===== src/rtl/capture_pkg.sv =====
// Shared types for the triggered sample recorder.
// Holds the capture FSM encoding and the default RAM depth.
package capture_pkg;

  localparam int DEPTH = 256;

  typedef enum logic [2:0] {
    IDLE,
    PRE,
    ARMED,
    POST,
    DONE
  } cap_state_t;

endpackage


===== src/rtl/capture_ram.sv =====
// Capture buffer: one synchronous write port, one registered read port.
// A same-address write and read in one cycle return the old word.
module capture_ram #(
  parameter int A_WIDTH = 8,
  parameter int D_WIDTH = 8
) (
  input  logic               clk,
  input  logic               rst,
  input  logic               we,
  input  logic [A_WIDTH-1:0] waddr,
  input  logic [D_WIDTH-1:0] wdata,
  input  logic [A_WIDTH-1:0] raddr,
  output logic [D_WIDTH-1:0] rdata
);

  logic [D_WIDTH-1:0] mem [2**A_WIDTH];

  always_ff @(posedge clk) begin
    if (we) mem[waddr] <= wdata;
  end

  always_ff @(posedge clk or posedge rst) begin
    if (rst) rdata <= '0;
    else     rdata <= mem[raddr];
  end

endmodule


===== src/rtl/sample_capture.sv =====
// Triggered sample recorder: rolling pre-trigger history, level-crossing
// trigger, then post-trigger fill before freezing the window for readout.
module sample_capture
  import capture_pkg::*;
#(
  parameter int A_WIDTH  = $clog2(DEPTH),
  parameter int D_WIDTH  = 8,
  parameter int PRE_TRIG = 16
) (
  input  logic               clk,
  input  logic               rst,
  input  logic               en,
  input  logic [D_WIDTH-1:0] din,
  input  logic               arm,
  input  logic [D_WIDTH-1:0] trig_level,
  input  logic [A_WIDTH-1:0] rd_addr,
  output logic [D_WIDTH-1:0] rd_data,
  output logic               busy,
  output logic               done,
  output logic [A_WIDTH-1:0] trig_addr
);

  localparam logic [A_WIDTH-1:0] pre_w =
    A_WIDTH'(PRE_TRIG);
  localparam logic [A_WIDTH-1:0] pre_last =
    A_WIDTH'(PRE_TRIG - 1);
  localparam logic [A_WIDTH-1:0] post_w =
    A_WIDTH'((2**A_WIDTH) - PRE_TRIG - 1);

  cap_state_t         state;
  logic [A_WIDTH-1:0] wptr;
  logic [A_WIDTH-1:0] cnt;
  logic [D_WIDTH-1:0] prev;
  logic               act;
  logic               we;
  logic               hit;
  logic [A_WIDTH-1:0] raddr;

  always_comb begin
    act   = (state == PRE) || (state == ARMED) ||
            (state == POST);
    we    = en && act;
    hit   = (prev < trig_level) && (din >= trig_level);
    raddr = trig_addr - pre_w + rd_addr;
  end

  always_ff @(posedge clk or posedge rst) begin
    if (rst) begin
      state     <= IDLE;
      wptr      <= '0;
      cnt       <= '0;
      prev      <= '0;
      trig_addr <= '0;
      busy      <= 1'b0;
      done      <= 1'b0;
    end else begin
      if (we) wptr <= wptr + 1'b1;
      case (state)
        IDLE, DONE: begin
          if (arm) begin
            state <= PRE;
            busy  <= 1'b1;
            done  <= 1'b0;
            cnt   <= '0;
            prev  <= '1;
          end
        end
        PRE: begin
          if (en) begin
            prev <= din;
            cnt  <= cnt + 1'b1;
            if (cnt == pre_last) state <= ARMED;
          end
        end
        ARMED: begin
          if (en) begin
            prev <= din;
            if (hit) begin
              trig_addr <= wptr;
              cnt       <= post_w;
              // A zero-length post window freezes on the trigger itself
              if (post_w == '0) begin
                state <= DONE;
                busy  <= 1'b0;
                done  <= 1'b1;
              end else begin
                state <= POST;
              end
            end
          end
        end
        POST: begin
          if (en) begin
            cnt <= cnt - 1'b1;
            if (cnt == A_WIDTH'(1)) begin
              state <= DONE;
              busy  <= 1'b0;
              done  <= 1'b1;
            end
          end
        end
        default: begin
          state <= IDLE;
          busy  <= 1'b0;
          done  <= 1'b0;
        end
      endcase
    end
  end

  capture_ram #(
    .A_WIDTH(A_WIDTH),
    .D_WIDTH(D_WIDTH)
  ) u_ram (
    .clk  (clk),
    .rst  (rst),
    .we   (we),
    .waddr(wptr),
    .wdata(din),
    .raddr(raddr),
    .rdata(rd_data)
  );

endmodule


===== config.mk =====
export PLATFORM = sky130hd
export DESIGN_NAME = sample_capture
export DESIGN_NICKNAME = d
export VERILOG_FILES = /design/src/rtl/capture_pkg.sv /design/src/rtl/capture_ram.sv /design/src/rtl/sample_capture.sv
export SDC_FILE = /design/constraint.sdc
export NUM_CORES = 2
export LEC_CHECK = 0
export BUFFER_PORTS_ARGS = -buffer_cell sky130_fd_sc_hd__buf_2
export CORE_MARGIN = 2
export CORE_UTILIZATION = 45
export DETAILED_ROUTE_END_ITERATION = 16
export MAX_ROUTING_LAYER = met4
export SLEW_MARGIN = 0
export SYNTH_ARGS = -nofsm -noshare
export SYNTH_HDL_FRONTEND = slang
export SYNTH_SLANG_ARGS = --single-unit

===== constraint.sdc =====
create_clock -name clk -period 6.1 [get_ports clk]
set_input_delay 0.915 -clock clk [delete_from_list [all_inputs] [get_ports clk]]
set_output_delay 0.915 -clock clk [all_outputs]
set_load 0.01 [all_outputs]

==> out/metrics.yaml <==
outcome: "finished, final reports clean"
synth-seq-cells: 2093
r2r-start: "trig_addr[1]"
tritoncts: "built"
setup_viol: 0
dp_hpwl_mm: 136
period_minus_slack_ns: 4.62
cts_sinks: 2093
die_w_um: 432
fin_nets: 4142
first_pass_iters: 6
fp.coreArea_mm2: 0.181
critPathLaunch: "trig_addr[1]"
p_clk_share_pct: 27.6
worstMarginPinSlew_ns: 1.23
maxSlewHeadroom_pct: 17.0
drc: 0
cts.clk_slew.worst_paths_ns: 0.06
power_density_mw_per_mm2: 490
worst-path-max-fanout: 45
cpMaxStageDelayCell: "fa_4"
p_comb_share_pct: 36.6
cts_buffers: 207
crit_path_cell_trace: "ha_1 -> ha_4 -> inv_1 -> fa_4 -> buf_12 -> mux4_2 -> nor2b_1 -> a211oi_1 -> a311oi_1 -> a211oi_1 -> a211o_1 -> o41ai_1 -> a31o_1"
htree_levels: 4
cts-root-buf: "clkbuf_16"
hp-class: "primary input to asynchronous set/reset pin"
yosysTopAreaCellShare_pct: 74.7
via_per_inst: 6.21
p_leak_nw: 28.9
synth-main-ff-cell: "edfxtp_1"
netlist_instances: 3915
rows: 156
cts_buffer_depth: 3
yosys.cell_types.count: 69
intPower_mw: 29.5
antenna_found_initial: 4
postCtsHoldBufs: 0
irDropWorstVdd_v: 0.000355
grt_max_degree: 239
gr-usage-met1_pct: 35.7
busiest_layer: "met1"
drtIter0Drc: 5780
grt_overflow_total: 0
synth_fp_nets: 3979
slew_violations: 0
finalPower_mw: 45.3
die_h_um: 432
final_antenna_net_count: 0
grt_pass1_wl_mm: 312
startpoint_type: "register"
synth_area_per_cell_um2: 21.0
seqPwrFrac_pct: 35.8
grt_usage_pct: 24.5
synth_area_mm2: 0.0823
cpMostUsedCell: "a211oi_1"
hold_viol: 0
use_met2_pct: 35.5
synthTopCellsByArea: "edfxtp_1 75%, mux4_2 16%, dfrtp_1 1.4%"
yosysWarningCount: 0
wl_per_cell_um: 33.3
gr-usage-met3_pct: 4.08
worst-path-buf-inv: 2
p_switching_mw: 15.8
synth_edf_count: 2048
ys_seq_area_share_pct: 76.1
timing.final.crit_share_pct: 75.8
max_freq_mhz: 216
gp_congestion: 0.985
io_pins: 46
synth_common_cells: "2,048 x edfxtp_1, 567 x mux4_2, 294 x nor2_1"
post_cts_resized: 0
crit_type: "register to register"
first_global_vias: 40100
fin_skew_ns: 0.0551
crit_family: "adder cells"
slowest_delay_ns: 1.16
crit_required_ns: 6.85
dieArea_mm2: 0.186
setup_tns_ns: 0
layout-drive-gt1-share_pct: 24.8
rsz0062_at_grt: "false"
cts_setup_buffers: 0
vias: 41100
crit_arrival_ns: 5.38
synth_top_area_cell: "edfxtp_1"
async_reset_ff_share_pct: 2.15
dp.cells: 6239
wl_mm: 220
p_sw_share_pct: 34.9
syn_to_final_growth_pct: 12.3
port_buffers: 45
initial_utilization_pct: 45.4
maxCapViolCount: 0
stdcell_count: 6621
insertion_delay_ns: 0.87
synth.most_common_cell: "edfxtp_1"
n_fill_cell: 14200
end_kind: "register"
-- sequential cells by signal, indices dropped and copies added (netlist names) --
name,flops
u_ram.rdata,8
cnt,8
wptr,8
u_ram.mem,2048
state,3
prev,8
done,1
trig_addr,8
busy,1
-- cell usage in the layout (no fill, tap or decap), drive strengths merged, types with 45 or more instances in the layout --
cell type	count
inv	50
dfrtp	45
edfxtp	2048
mux4	567
mux2i	58
nor2	294
a21oi	51
clkbuf	266
nand2	210
clkinv	90
nand3	59
buf	168
-- cells by family after synthesis --
family	Yosys count	synth area share (%)
compound gates	210	1.77
xor+xnor	21	0.233
fa+ha+maj	36	0.556
buf+inv	264	1.65
flops	2093	76.1
mux	638	16.4
simple gates	653	3.32
-- routing by layer --
layer | vias up | wire, um
li1 | 16600 | -
met2 | 2106 | 102000
met4 | 0 | 7510
met1 | 22100 | 92100
met3 | 369 | 19000
met5 | - | 0
-- path summary, 6_finish.rpt --
path	to	slack, ns	cells past startpoint
max in group asynchronous	cnt[4]	5.33	3
worst min register to register	prev[0]	0.51	2
worst max register to register	u_ram.rdata[2]	1.48	13
worst min-delay path	trig_addr[6]	0.26	3
worst max-delay path	u_ram.rdata[2]	1.48	13
min in group clk	u_ram.mem[16][6]	0.38	1
-- power groups by stage --
stage	Combinational (mW)	Sequential, mW	Clock [mW]
after CTS	16.5	16.2	12.7
after floorplan	9.89	16.4	0
after detailed placement	16.4	16.5	0
after global placement	16.5	16.5	0
after global routing	17.1	16.2	13.2
final	16.6	16.2	12.5
-- layout make-up --
cell class / count / area [um2] / area share [%]
clock inverters: 120 / 1180 / 1.28
inverters: 43 / 161 / 0.175
clock buffers: 259 / 5420 / 5.86
flip-flops and latches: 2093 / 62600 / 67.8
diodes: 3 / 7.51 / 0.00812
multi-input cells: 1558 / 18400 / 20.0
well taps: 2370 / 2970 / 3.21
repair buffers: 175 / 1610 / 1.74
-- tightest hold or removal path, stage by stage --
cell and delay (ns):
buf_2 0.10, inv_2 0.03, buf_4 0.55
-- stage by stage --
step                      instance area [um2]  worst slack, ns  hold slack (ns)  utilization (%)
final                                   92400             1.48            0.260             51.0
after global routing                    92400             1.47            0.289             51.0
after CTS                               92400             1.52            0.236             51.0
after detailed placement                85800            0.918            0.503             47.3
after global placement                  85800            0.961            0.500             47.3
after floorplan                         82300             2.12            0.478                -
Note: power is estimated with default switching activity, not from simulation.
